File: config.mk
export PLATFORM = sky130hd
export DESIGN_NAME = qld_pipe_flat
export DESIGN_NICKNAME = d
export VERILOG_FILES = /design/src/rtl/qld_pkg.sv /design/src/rtl/qld_if.sv /design/src/rtl/qld_log_enc.sv /design/src/rtl/qld_pipe.sv /design/src/flat_wrapper.sv
export SDC_FILE = /design/constraint.sdc
export NUM_CORES = 1
export LEC_CHECK = 0
export BUFFER_PORTS_ARGS = -buffer_cell sky130_fd_sc_hd__buf_2
export CAP_MARGIN = 20
export CELL_PAD_IN_SITES_DETAIL_PLACEMENT = 1
export CELL_PAD_IN_SITES_GLOBAL_PLACEMENT = 2
export CORE_AREA = 2 2 145 147
export CTS_BUF_LIST = sky130_fd_sc_hd__clkbuf_4 sky130_fd_sc_hd__clkbuf_8
export CTS_CLUSTER_DIAMETER = 120
export DETAILED_ROUTE_END_ITERATION = 8
export DIE_AREA = 0 0 147 149
export GPL_TIMING_DRIVEN = 0
export MAX_ROUTING_LAYER = met4
export PLACE_DENSITY = 0.78
export SETUP_SLACK_MARGIN = 0.3
export SLEW_MARGIN = 20
export SYNTH_ARGS = -nofsm -noshare
export SYNTH_HDL_FRONTEND = slang
export SYNTH_HIERARCHICAL = 1
export SYNTH_SLANG_ARGS = --single-unit
File: constraint.sdc
create_clock -name clk_i -period 2.71 [get_ports clk_i]
set_input_delay 0.542 -clock clk_i [delete_from_list [all_inputs] [get_ports clk_i]]
set_output_delay 0.542 -clock clk_i [all_outputs]
set_load 0.05 [all_outputs]
File: src/rtl/qld_pkg.sv
// qld_pkg: shared widths, log-domain types and saturation constants for qld_pipe.
package qld_pkg;

    localparam int OP_W   = 16;
    localparam int K_W    = 4;
    localparam int FRAC_W = 5;
    localparam int LOG_W  = 9;
    localparam int D_W    = 10;
    localparam int Q_W    = 32;

    typedef logic [LOG_W-1:0] log_t;

    localparam logic [Q_W-1:0] Q_POS_SAT = 32'h7FFF_FFFF;
    localparam logic [Q_W-1:0] Q_NEG_SAT = 32'h8000_0000;

    // One's-complement magnitude; bit OP_W-1 of the result is always zero.
    function automatic logic [OP_W-1:0] ones_abs(input logic [OP_W-1:0] v);
        return v ^ {OP_W{v[OP_W-1]}};
    endfunction

endpackage

File: src/rtl/qld_if.sv
// qld_if: operand/result valid-ready bundle between qld_pipe and its neighbours.
interface qld_if;
    import qld_pkg::*;

    logic [OP_W-1:0] x_i;
    logic [OP_W-1:0] y_i;
    logic            valid_i;
    logic            ready_o;
    logic [Q_W-1:0]  q_o;
    logic            dz_o;
    logic            valid_o;
    logic            ready_i;

    modport slave  (input  x_i, y_i, valid_i, ready_i,
                    output ready_o, q_o, dz_o, valid_o);
    modport master (output x_i, y_i, valid_i, ready_i,
                    input  ready_o, q_o, dz_o, valid_o);
endinterface

File: src/rtl/qld_log_enc.sv
// qld_log_enc: combinational magnitude -> {k, f} log encoder plus zero flag.
// With QLD_ROUND_EN defined the fraction is rounded (saturating) instead of truncated.
module qld_log_enc
    import qld_pkg::*;
(
    input  logic [OP_W-1:0]   abs_i,
    output logic [K_W-1:0]    k_o,
    output logic [FRAC_W-1:0] f_o,
    output logic              zero_o
);

    logic [K_W-1:0] k_s;

    // leading-one index; the last set bit seen wins
    always_comb begin
        k_s = 4'd0;
        for (int i = 0; i < OP_W; i++) begin
            k_s = abs_i[i] ? i[K_W-1:0] : k_s;
        end
    end

`ifdef QLD_ROUND_EN
    // Low bit of the window is the first bit below the kept fraction.
    logic [FRAC_W:0] win_s;
    logic [FRAC_W:0] f_sum_s;

    assign win_s   = (FRAC_W+1)'({abs_i, 6'd0} >> k_s);
    assign f_sum_s = {1'b0, win_s[FRAC_W:1]} + {5'd0, win_s[0]};
    assign f_o     = f_sum_s[FRAC_W] ? 5'd31 : f_sum_s[FRAC_W-1:0];
`else
    logic [FRAC_W-1:0] win_s;

    assign win_s = FRAC_W'({abs_i, 5'd0} >> k_s);
    assign f_o   = win_s;
`endif

    assign k_o    = k_s;
    assign zero_o = (abs_i == 16'd0);

endmodule

File: src/rtl/qld_pipe.sv
// qld_pipe: 3-stage elastic log-domain approximate divider, result in Q23.8.
// Optional macro QLD_ROUND_EN selects rounded log fractions (see qld_log_enc).
module qld_pipe
    import qld_pkg::*;
(
    input  logic clk_i,
    input  logic rstn_i,
    qld_if.slave bus
);

    logic en1_s, en2_s, en3_s;
    logic ld1_s, ld2_s, ld3_s;

    logic [OP_W-1:0]   x_abs_s, y_abs_s;
    logic [K_W-1:0]    x_k_s, y_k_s;
    logic [FRAC_W-1:0] x_f_s, y_f_s;
    logic              x_zero_s, y_zero_s;

    logic v1_q, v2_q, v3_q;

    log_t s1_x_log_d, s1_y_log_d, s1_x_log_q, s1_y_log_q;
    logic s1_sign_d, s1_sign_q, s1_x_zero_q, s1_y_zero_q;

    logic [D_W-1:0] s2_diff_d, s2_diff_q;
    logic           s2_sign_q, s2_x_zero_q, s2_y_zero_q;

    logic [Q_W-1:0] s3_q_d, s3_q_q;
    logic           s3_dz_d, s3_dz_q;

    logic [4:0]      c_s;
    logic [5:0]      sh_s, sh_neg_s;
    logic [FRAC_W:0] m_s;
    logic [Q_W-1:0]  m_ext_s, mag_s;

    // A stage loads when empty or when its contents move on this cycle.
    assign en3_s = ~v3_q | bus.ready_i;
    assign en2_s = ~v2_q | en3_s;
    assign en1_s = ~v1_q | en2_s;
    assign ld1_s = en1_s & bus.valid_i;
    assign ld2_s = en2_s & v1_q;
    assign ld3_s = en3_s & v2_q;

    assign x_abs_s = ones_abs(bus.x_i);
    assign y_abs_s = ones_abs(bus.y_i);

    qld_log_enc u_enc_x (.abs_i(x_abs_s), .k_o(x_k_s), .f_o(x_f_s), .zero_o(x_zero_s));
    qld_log_enc u_enc_y (.abs_i(y_abs_s), .k_o(y_k_s), .f_o(y_f_s), .zero_o(y_zero_s));

    assign s1_x_log_d = {x_k_s, x_f_s};
    assign s1_y_log_d = {y_k_s, y_f_s};
    assign s1_sign_d  = bus.x_i[OP_W-1] ^ bus.y_i[OP_W-1];

    assign s2_diff_d = {1'b0, s1_x_log_q} - {1'b0, s1_y_log_q};

    // Integer part of the log difference, biased by the 3 fraction bits dropped from Q.8.
    assign c_s      = s2_diff_q[D_W-1:FRAC_W];
    assign m_s      = {1'b1, s2_diff_q[FRAC_W-1:0]};
    assign sh_s     = {c_s[4], c_s} + 6'd3;
    assign sh_neg_s = 6'd0 - sh_s;
    assign m_ext_s  = {{(Q_W-FRAC_W-1){1'b0}}, m_s};

    // antilog shift, sign application and zero-operand overrides
    always_comb begin
        mag_s   = {Q_W{1'b0}};
        s3_q_d  = {Q_W{1'b0}};
        s3_dz_d = 1'b0;
        if (sh_s[5]) begin
            mag_s = m_ext_s >> sh_neg_s;
        end else begin
            mag_s = m_ext_s << sh_s;
        end
        if (s2_y_zero_q) begin
            s3_dz_d = 1'b1;
            s3_q_d  = s2_sign_q ? Q_NEG_SAT : Q_POS_SAT;
        end else if (s2_x_zero_q) begin
            s3_q_d  = 32'd0;
        end else begin
            s3_q_d  = mag_s ^ {Q_W{s2_sign_q}};
        end
    end

    // stage valid bits
    always_ff @(posedge clk_i or negedge rstn_i) begin
        if (!rstn_i) begin
            v1_q <= 1'b0;
            v2_q <= 1'b0;
            v3_q <= 1'b0;
        end else begin
            if (en1_s) v1_q <= bus.valid_i;
            if (en2_s) v2_q <= v1_q;
            if (en3_s) v3_q <= v2_q;
        end
    end

    // stage 1: log-encoded operands, zero flags, result sign
    always_ff @(posedge clk_i or negedge rstn_i) begin
        if (!rstn_i) begin
            s1_x_log_q  <= 9'd0;
            s1_y_log_q  <= 9'd0;
            s1_x_zero_q <= 1'b0;
            s1_y_zero_q <= 1'b0;
            s1_sign_q   <= 1'b0;
        end else if (ld1_s) begin
            s1_x_log_q  <= s1_x_log_d;
            s1_y_log_q  <= s1_y_log_d;
            s1_x_zero_q <= x_zero_s;
            s1_y_zero_q <= y_zero_s;
            s1_sign_q   <= s1_sign_d;
        end
    end

    // stage 2: log difference
    always_ff @(posedge clk_i or negedge rstn_i) begin
        if (!rstn_i) begin
            s2_diff_q   <= 10'd0;
            s2_x_zero_q <= 1'b0;
            s2_y_zero_q <= 1'b0;
            s2_sign_q   <= 1'b0;
        end else if (ld2_s) begin
            s2_diff_q   <= s2_diff_d;
            s2_x_zero_q <= s1_x_zero_q;
            s2_y_zero_q <= s1_y_zero_q;
            s2_sign_q   <= s1_sign_q;
        end
    end

    // stage 3: final quotient and divide-by-zero flag
    always_ff @(posedge clk_i or negedge rstn_i) begin
        if (!rstn_i) begin
            s3_q_q  <= 32'd0;
            s3_dz_q <= 1'b0;
        end else if (ld3_s) begin
            s3_q_q  <= s3_q_d;
            s3_dz_q <= s3_dz_d;
        end
    end

    assign bus.ready_o = en1_s;
    assign bus.valid_o = v3_q;
    assign bus.q_o     = s3_q_q;
    assign bus.dz_o    = s3_dz_q;

endmodule

File: src/flat_wrapper.sv
// flat-port wrapper written by rule: the top's interface ports become plain ports
module qld_pipe_flat import qld_pkg::*;
  (clk_i, rstn_i, bus_x_i, bus_y_i, bus_valid_i, bus_ready_i, bus_ready_o, bus_q_o, bus_dz_o, bus_valid_o);
  qld_if bus_i ();
  input  logic clk_i;
  input  logic rstn_i;
  input wire logic [$bits(bus_i.x_i)-1:0] bus_x_i;
  input wire logic [$bits(bus_i.y_i)-1:0] bus_y_i;
  input wire logic [$bits(bus_i.valid_i)-1:0] bus_valid_i;
  input wire logic [$bits(bus_i.ready_i)-1:0] bus_ready_i;
  output wire logic [$bits(bus_i.ready_o)-1:0] bus_ready_o;
  output wire logic [$bits(bus_i.q_o)-1:0] bus_q_o;
  output wire logic [$bits(bus_i.dz_o)-1:0] bus_dz_o;
  output wire logic [$bits(bus_i.valid_o)-1:0] bus_valid_o;
  assign bus_i.x_i = bus_x_i;
  assign bus_i.y_i = bus_y_i;
  assign bus_i.valid_i = bus_valid_i;
  assign bus_i.ready_i = bus_ready_i;
  assign bus_ready_o = bus_i.ready_o;
  assign bus_q_o = bus_i.q_o;
  assign bus_dz_o = bus_i.dz_o;
  assign bus_valid_o = bus_i.valid_o;
  qld_pipe u_core (.clk_i(clk_i), .rstn_i(rstn_i), .bus(bus_i));
endmodule
==> results.toml, run 1 <==
[place]
place_hpwl_um = 16910
dp_worst_setup_slack_ps = -739.1
port_buffer_count = 68
routabilityCongestion = 0.8641

[clocking]
cts.sinks = 70
clock_tree.buffer_depth = 2
clock-root-buffer = "clkbuf_8"
holdBufCountCts = 0
clk_pin_slew_worst_paths_ps = 80
tritoncts.num_buffers = 9
worst_skew_pair.late_latency_ps = 360
htree_levels = 3
tritoncts_clock_tree = "yes"

[floorplanning]
chipWidth_um = 147
design.portCount = 71
std_cell_rows = 53
die-height_um = 149
overall_die_area_um2 = 21900
initial_core_util_pct = 33.06
core_area_um2 = 20560

[yosys]
cell_count_after_synthesis = 817
netlist_top_cells_area = "dfrtp_1 26%, mux2_2 6.3%, mux2i_1 5.0%, o21ai_0 4.3%, nor2_1 4.1%"
yosys.cell_types.count = 89
most_common_cell_in_the_netlist = "nor2_1"
netlist_area_um2 = 6797
synth_common_cells = "75 x nor2_1, 70 x dfrtp_1, 63 x nand2_1"
synth.top_cell.area_share_pct = 25.77
yosys_most_used_dff = "dfrtp_1"
synth_enable_flop_cells = 0
synth.ff_latch_count = 70
synth_seq_area_share_pct = 25.77
synthesis_warning_total = 6
synthesis.area_per_instance_um2 = 8.319
synth-async-reset-ratio_pct = 100.0
synth.largest_area_cell = "dfrtp_1"

[final_layout]
final_net_count = 1059
ant_diodes = 0
fraction_of_final_layout_cells_with_drive_strength_greater_than_1_pct = 47.04
area.growth.synth_to_final_pct = 52.06
layout.core_utilization_pct = 50.27

[worst_setup_path]
crit_chain = "clkbuf_16 > buf_4 > xor2_4 > nor2_2 > a221oi_4 > o41ai_4 > nand2_2 > buf_6 > mux2_4 > o211ai_1 > a22oi_2 > mux2_4"
r2r_start = "u_core/s2_diff_q[5]$_DFFE_PN0P_"
critical-path-slowest-cell = "a221oi_4"
timing.rr.end = "u_core/bus.q_o[0]$_DFFE_PN0P_"
timing.setup.critical_path_class = "in2reg"
regToRegSetupSlack_ps = -10
timing.critical_path.arrival_ps = 3020
cpLargestDelayFamily = "compound AO/OA/AOI/OAI gates"
critical_path.startpoint_type = "input port"
crit_path_frequent_cell = "mux2_4"
startpoint = "bus_x_i[15]"
worst-path-stages = 12
ff2ff_path_depth = 12
largest_stage_delay_worst_path_ps = 360
worstPathMaxFanout = 8
setup.worst_path.end_class = "register"
bufs_and_invs_on_worst_path = 3
crit_required_ps = 2950
critPathCapture = "u_core/s1_x_log_q[2]$_DFFE_PN0P_"

[global_routing]
grt_max_degree = 48
overflow_after_grt = 0
grt_antenna_before_repair = 0
grt_pass1_wl_um = 39850
grt_use_total_pct = 23.51
grt_pass1_vias = 7419

[detailed_routing]
route.final.wire_length_um = 26050
drc = 0
route.antenna.remaining_nets = 0
drt-pass1-iter-count = 4
route.detailed.wl_per_inst_um = 20.21
drt-vias-per-instance = 5.573
detailroute.via_count = 7183
drt_first_iter_violations = 300

[sta]
finalWorstPathRequiredPeriod_ps = 2785
post-route-worst-setup-slack_ps = -74.94
rsz0062_at_grt = "true"
max_slew.worst_pin.slew_ps = 813.4
fin_hold_ws_ps = 91.17
report.final.setup_viol = 5
report.final.hold_viol_count = 0
worst_clock_skew_ps = 13.65
timing.fmax_ghz = 0.3591
maxSlewViolCount = 0
finalCritPeriodShare_pct = 102.8
timing.setup.tns_ps = -106.8
timing.slew.headroom_pct = 45.78

[run_status]
result_of_the_run = "complete, but fails checks"
violated_checks = "negative setup slack"

[flow_run]
timing.max_cap.violations = 0

[power]
vdd_drop_max_mv = 0.5411
power-per-cell-area_nw_per_um2 = 1198
total_power_mw = 12.38
p_leak_nw = 4.224

[worst_hold_path]
timing.hold.worst.class = "in2async"
## registers in the layout (all words and copies together), names as in the netlist
name                flops
u_core/s1_y_zero_q      1
u_core/s2_y_zero_q      1
u_core/v2_q             1
u_core/bus.q_o         32
u_core/bus.dz_o         1
u_core/s2_diff_q       10
u_core/s1_sign_q        1
u_core/v1_q             1
u_core/bus.valid_o      1
u_core/s1_x_log_q       9
u_core/s1_y_log_q       9
u_core/s2_sign_q        1
u_core/s1_x_zero_q      1
u_core/s2_x_zero_q      1
## metrics by stage
step | instances | area [µm²]
floorplan | 818 | 7068
global placement | 1161 | 7752
detailed placement | 1162 | 7782
CTS | 1266 | 9707
global route | 1289 | 10330
finish | 1289 | 10330
## area by class of cell
cell class | instances | area (µm²)
inverters | 40 | 172.7
plain buffers | 64 | 586.8
flip-flops and latches | 70 | 1752
clock buffers | 11 | 138.9
well taps | 275 | 344.1
fillers | 2321 | 10220
multi-input cells | 644 | 5903
repair buffers | 181 | 1389
clock inverters | 4 | 48.80
## per-layer routing
layer / up-vias / global-route usage (%) / wire (µm)
met4: 0 / 6.875 / 588
met1: 3612 / 28.25 / 11020
met2: 160 / 41.83 / 13730
li1: 3361 / - / -
met5: - / - / 0
met3: 50 / 2.630 / 708
## how the worst min path moves through the flow
stage	from	to	cells past startpoint
floorplan	rstn_i	u_core/bus.dz_o$_DFFE_PN0P_	0
CTS	rstn_i	u_core/bus.q_o[21]$_DFFE_PN0P_	1
detailed placement	u_core/bus.q_o[12]$_DFFE_PN0P_	u_core/bus.q_o[12]$_DFFE_PN0P_	2
global route	rstn_i	u_core/bus.q_o[15]$_DFFE_PN0P_	1
global placement	u_core/bus.q_o[12]$_DFFE_PN0P_	u_core/bus.q_o[12]$_DFFE_PN0P_	2
finish	rstn_i	u_core/bus.q_o[15]$_DFFE_PN0P_	1
## timing repair
action | CTS | global route
resized for setup | 200 | 102
hold endpoints to repair | 0 | 0
endpoints found under the setup margin | 44 | 47
pin swaps | 62 | 45
buffers inserted | 82 | 22
cloned | 7 | 1
## where the power goes
part           total (mW)  switching, mW  internal [mW]
clock network       0.827          0.389          0.439
registers            1.72          0.320           1.40
logic                9.82           5.55           4.27
## logic make-up (layout without fill, tap and decap cells)
group | Yosys count | count (layout) | share of synthesized area (%)
compound gates | 266 | 266 | 27.69
simple gates | 245 | 245 | 18.19
buf+inv | 104 | 300 | 7.364
mux | 79 | 79 | 13.02
flops | 70 | 70 | 25.77
xor+xnor | 39 | 39 | 5.412
fa+ha+maj | 13 | 13 | 2.504
other cells | 1 | 2 | 0.05518
## layout by cell type, fill, tap and decap left out, drive strengths merged, types with 4 or more instances in the layout
cell type	instances
a21o	4
mux2	43
a21oi	52
nor2	75
a31oi	8
nand2b	16
nor2b	8
a21boi	5
nor3	11
buf	220
o221ai	6
a31o	4
mux2i	34
xor2	32
and2	6
xnor2	7
inv	39
nand2	64
clkinv	4
o21a	25
clkbuf	36
a41oi	4
o2bb2ai	5
o21ai	64
nor4	12
or4	6
nand3	11
o211ai	24
nand3b	5
or3	6
a32oi	6
or2	9
nor3b	4
a211o	6
dfrtp	70
ha	12
o31ai	12
No activity file was read; power rests on OpenSTA's default activity.
==> run 2: changes to the inputs <==
Settings changed: BUFFER_PORTS_ARGS -buffer_cell sky130_fd_sc_hd__buf_2 to unset, CORE_AREA 2 2 145 147 to 2 2 143 145, CTS_CLUSTER_SIZE set to 20, DIE_AREA 0 0 147 149 to 0 0 145 147, DONT_BUFFER_PORTS set to 1, PLACE_DENSITY 0.78 to 0.71.
Clock period 2.71 ns to 3.53 ns, I/O delays scaled along.
==> results.toml, run 2 (synthesis gave the netlist of run 1 again) <==
[sta]
report.final.setup_viol = 0
timing.slew.headroom_pct = 57.39
report.final.hold_viol_count = 0
rsz0062_at_grt = "true"
finalWorstPathRequiredPeriod_ps = 3119
max_slew.worst_pin.slew_ps = 636.8
timing.fmax_ghz = 0.3206
post-route-worst-setup-slack_ps = 411.3
finalCritPeriodShare_pct = 88.35
worst_clock_skew_ps = 12.16
maxSlewViolCount = 0

[place]
dp_worst_setup_slack_ps = -323.9
port_buffer_count = 0
place_hpwl_um = 17400
routabilityCongestion = 0.8537
place.detailed.instances = 1088

[floorplanning]
overall_die_area_um2 = 21320
design.portCount = 71
die-height_um = 147
chipWidth_um = 145
std_cell_rows = 52
initial_core_util_pct = 34.25
core_area_um2 = 19840

[clocking]
clk_pin_slew_worst_paths_ps = 80
cts.sinks = 70
clock-root-buffer = "clkbuf_8"
holdBufCountCts = 0
tritoncts.num_buffers = 9
worst_skew_pair.late_latency_ps = 360
tritoncts_clock_tree = "yes"
htree_levels = 3
clock_tree.buffer_depth = 2

[worst_setup_path]
timing.critical_path.arrival_ps = 3370
critical-path-slowest-cell = "or4_4"
critical_path.startpoint_type = "input port"
largest_stage_delay_worst_path_ps = 540
worstPathMaxFanout = 10
timing.setup.critical_path_class = "in2reg"
crit_required_ps = 3780
crit_chain = "clkbuf_4 > buf_8 > xor2_1 > buf_2 > or4_4 > a21oi_4 > o21a_1 > buf_6 > nand3_1 > a222oi_1 > a31o_2 > o221ai_1 > mux2_2"
setup.worst_path.end_class = "register"

[detailed_routing]
detailroute.via_count = 6349
drc = 0
route.detailed.wl_per_inst_um = 19.81
drt-vias-per-instance = 5.720
drt_first_iter_violations = 300
route.final.wire_length_um = 21990
route.antenna.remaining_nets = 0
drt-pass1-iter-count = 6

[global_routing]
grt_use_total_pct = 21.24
grt_max_degree = 71
grt_pass1_wl_um = 35450
grt_antenna_before_repair = 0
grt_pass1_vias = 6594
overflow_after_grt = 0

[final_layout]
area.growth.synth_to_final_pct = 13.53
fraction_of_final_layout_cells_with_drive_strength_greater_than_1_pct = 22.02
final_net_count = 884
layout.cells.most_common = "nor2_1"
ant_diodes = 0
most-common-layout-cells = "75 x nor2_1, 70 x dfrtp_1, 62 x nand2_1"
largest_register_ffs = 32
instances_no_fill = 1110

[power]
p_leak_nw = 3.015
total_power_mw = 6.893
power-per-cell-area_nw_per_um2 = 893.3
vdd_drop_max_mv = 0.3159

[worst_hold_path]
timing.hold.worst.class = "in2async"

[flow_run]
timing.max_cap.violations = 0

[run_status]
result_of_the_run = "completed"
## run 2: cell count changes in the layout (fill, tap and decap cells not counted), moves of 20 or more
cell	before	now
o21ai_0	29	56
o21ai_1	22	2
mux2_4	24	4
buf_2	73	21
a21oi_2	24	4
a21oi_1	23	47
buf_4	98	9
mux2_2	18	38
## run 2: through the flow
step,utilization (%),setup TNS [ps],area (µm²),hold WS (ps)
final,38.88,0,7716,39.59
after global placement,36.02,-1479,7148,414.6
after global routing,38.88,0,7716,5.313
after detailed placement,36.02,-1950,7148,414.7
after CTS,37.65,0,7471,9.449
after floorplan,-,0,6810,410.4
## run 2: metal layers
layer,track usage (%),vias to the layer above,part of all wire [%]
li1,-,3010,-
met1,25.64,3172,43
met2,36.90,139,52
met3,3.385,28,3.1
met4,5.891,0,1.8
met5,-,-,0
## run 2: critical path, delay by kind of cell
| family | cells | cell delay (ps) |
|---|---|---|
| AOI/OAI and AO/OA | 5 | 910 |
| xor gates and xnor gates | 1 | 160 |
| buffers and inverters | 4 | 660 |
| muxes | 1 | 280 |
| and+or+nand+nor | 2 | 640 |
## run 2: final timing paths
path / from / end / slack (ps) / cells after the start
max reg2reg: u_core/s2_diff_q[5]$_DFFE_PN0P_ / u_core/bus.q_o[1]$_DFFE_PN0P_ / 420 / 13
max in group asynchronous: rstn_i / u_core/bus.q_o[1]$_DFFE_PN0P_ / 3350 / 0
max: bus_y_i[15] / u_core/s1_y_log_q[4]$_DFFE_PN0P_ / 410 / 13
min in group clk_i: bus_valid_i / u_core/v1_q$_DFFE_PN0N_ / 450 / 1
min: rstn_i / u_core/s1_x_log_q[2]$_DFFE_PN0P_ / 40 / 0
min reg2reg: u_core/s1_sign_q$_DFFE_PN0P_ / u_core/s1_sign_q$_DFFE_PN0P_ / 510 / 2
## run 2: power breakdown
| group | switching [mW] | internal [mW] | leakage, nW | total, mW |
|---|---|---|---|---|
| clock network | 0.317 | 0.420 | 0.109 | 0.737 |
| logic | 2.56 | 1.69 | 2.09 | 4.24 |
| registers | 0.847 | 1.07 | 0.816 | 1.91 |
## run 2: final cells by class
class	instances	area (µm²)
fillers	2389	12130
multi-input cells	644	4791
flip-flops and latches	70	1752
plain buffers	64	406.6
well taps	270	337.8
inverters	40	153.9
clock buffers	10	137.6
clock inverters	6	92.59
repair buffers	6	45.04
## run 2: timing repair
item / in CTS / in global routing
cloned: 0 / 0
resized for setup: 19 / 42
setup endpoints to repair: 28 / 33
setup buffers: 0 / 6
pin swaps: 0 / 4
==> run 3: changes to the inputs <==
Settings changed: CORE_AREA 2 2 143 145 to 8 8 149 151, DIE_AREA 0 0 145 147 to 0 0 157 159.
==> results.toml, run 3 (synthesis gave the netlist of run 1 again) <==
[sta]
finalWorstPathRequiredPeriod_ps = 3137
max_slew.worst_pin.slew_ps = 671.1
maxSlewViolCount = 0
post-route-worst-setup-slack_ps = 393.4
rsz0062_at_grt = "false"
report.final.hold_viol_count = 0
timing.slew.headroom_pct = 55.11
timing.fmax_ghz = 0.3188
worst_clock_skew_ps = 10.85
report.final.setup_viol = 0
fin_hold_ws_ps = 48.66
finalCritPeriodShare_pct = 88.86
timing.setup.tns_ps = 0

[worst_setup_path]
bufs_and_invs_on_worst_path = 3
timing.critical_path.arrival_ps = 3370
timing.setup.critical_path_class = "in2reg"
setup.worst_path.end_class = "register"
crit_required_ps = 3760
largest_stage_delay_worst_path_ps = 570
cpLargestDelayFamily = "multiplexers"
crit_path_frequent_cell = "mux2_2"
critical_path.startpoint_type = "input port"
critical-path-slowest-cell = "xor2_1"
worstPathMaxFanout = 10
crit_chain = "clkbuf_4 > buf_8 > xor2_1 > a21oi_1 > nand2_1 > buf_6 > mux2_2 > o21ai_0 > o211ai_1 > mux2_2"

[detailed_routing]
route.detailed.wl_per_inst_um = 20.43
drc = 0
route.final.wire_length_um = 22640
drt-pass1-iter-count = 6
drt_first_iter_violations = 250
route.antenna.remaining_nets = 0
drt-vias-per-instance = 5.754
detailroute.via_count = 6375

[power]
pwr-share-seq_pct = 27.8
p_comb_share_pct = 60.3
p_leak_nw = 3.036
cellInternalPower_mw = 3.216
vdd_drop_max_mv = 0.2881
power-per-cell-area_nw_per_um2 = 895.9
net-switching-power_mw = 3.708
clockPowerShare_pct = 11.9
power.share.switching_pct = 53.55
total_power_mw = 6.924

[floorplanning]
chipWidth_um = 157
overall_die_area_um2 = 24960
die-height_um = 159
design.portCount = 71
std_cell_rows = 52
initial_core_util_pct = 34.25
core_area_um2 = 19840

[place]
placement.cell_area_um2 = 7148
port_buffer_count = 0
place_hpwl_um = 17820
dp_worst_setup_slack_ps = -338.3
place.detailed.instances = 1088
routabilityCongestion = 0.8816

[final_layout]
layout.cells.most_common = "nor2_1"
num-fill-cells = 2388
instances_no_fill = 1108
fraction_of_final_layout_cells_with_drive_strength_greater_than_1_pct = 21.60
most-common-layout-cells = "75 x nor2_1, 70 x dfrtp_1, 62 x nand2_1"
final_net_count = 882
layout.core_utilization_pct = 38.95
largest_register_ffs = 32
multi_input_comb_area_um2 = 4795
area.growth.synth_to_final_pct = 13.71
ant_diodes = 0
final_area_um2 = 7729
layout.area.seq_um2 = 1752

[clocking]
tritoncts.num_buffers = 9
clk_pin_slew_worst_paths_ps = 70
worst_skew_pair.late_latency_ps = 350
cts.sinks = 70
htree_levels = 3
clock-root-buffer = "clkbuf_8"
tritoncts_clock_tree = "yes"
clock_tree.buffer_depth = 2
holdBufCountCts = 0

[global_routing]
overflow_after_grt = 0
grt_use_total_pct = 18.43
grt_pass1_vias = 6612
grt_pass1_wl_um = 36260
grt_max_degree = 71
grt_antenna_before_repair = 0

[run_status]
result_of_the_run = "completed"

[flow_run]
timing.max_cap.violations = 0

[worst_hold_path]
timing.hold.worst.class = "in2async"
[run 3: cell count changes in the layout (fill, tap and decap cells not counted), moves of 2 or more]
cell        before  now
clkbuf_4         2    4
nor4_2           6    4
o21ai_2          5    2
xor2_4           2    0
o21ai_1          2    5
buf_2           21   18
xor2_2           9   12
clkinvlp_4       3    1
[run 3: timing repair]
action,CTS,global route
setup endpoints to repair,30,32
buffers inserted,1,3
resized for setup,24,39
pin swaps,1,5
[run 3: cell type report]
class	count	share of cell area, %
Clock inverter	5	1.344
Tap cell	270	4.371
Sequential cell	70	22.66
Multi-Input combinational cell	644	62.04
Clock buffer	11	1.959
Buffer	64	5.245
Timing Repair Buffer	4	0.3885
Inverter	40	1.991
[run 3: worst register-to-register path, stage by stage (launching register included)]
cell and delay [ps]:
dfrtp_1 380, buf_6 160, buf_6 170, clkinvlp_4 100, ha_2 310, buf_4 160
buf_6 150, mux2i_1 320, mux2i_1 200, o21ai_1 470, nor2_1 150, a21oi_1 170
o211ai_1 110, o21a_1 150
[run 3: per-layer routing]
layer  vias up  track usage [%]  wire length, µm
met5         -                -                0
met4         0            5.070              490
met3        43            2.009              718
met2       139            32.06            11630
met1      3190            22.07             9795
li1       3003                -                -
[run 3: power groups by stage]
stage	clock (mW)	sequential [mW]	combinational, mW
3_5_place_dp	0	1.96	3.95
5_1_grt	0.882	1.97	4.51
6_report	0.825	1.92	4.18
3_3_place_gp	0	1.94	3.88
2_1_floorplan	0	1.85	2.98
4_1_cts	0.847	1.94	4.05
[run 3: final timing paths]
kind / startpoint / end / depth (start not counted) / slack, ps
min in group clk_i: bus_valid_i / u_core/v1_q$_DFFE_PN0N_ / 1 / 460
min: rstn_i / u_core/s2_diff_q[6]$_DFFE_PN0P_ / 0 / 50
min reg2reg: u_core/v1_q$_DFFE_PN0N_ / u_core/v2_q$_DFFE_PN0P_ / 1 / 490
max reg2reg: u_core/s2_diff_q[5]$_DFFE_PN0P_ / u_core/bus.q_o[7]$_DFFE_PN0P_ / 13 / 440
max in group asynchronous: rstn_i / u_core/bus.q_o[1]$_DFFE_PN0P_ / 0 / 3340
max: bus_y_i[15] / u_core/s1_y_log_q[1]$_DFFE_PN0P_ / 10 / 390
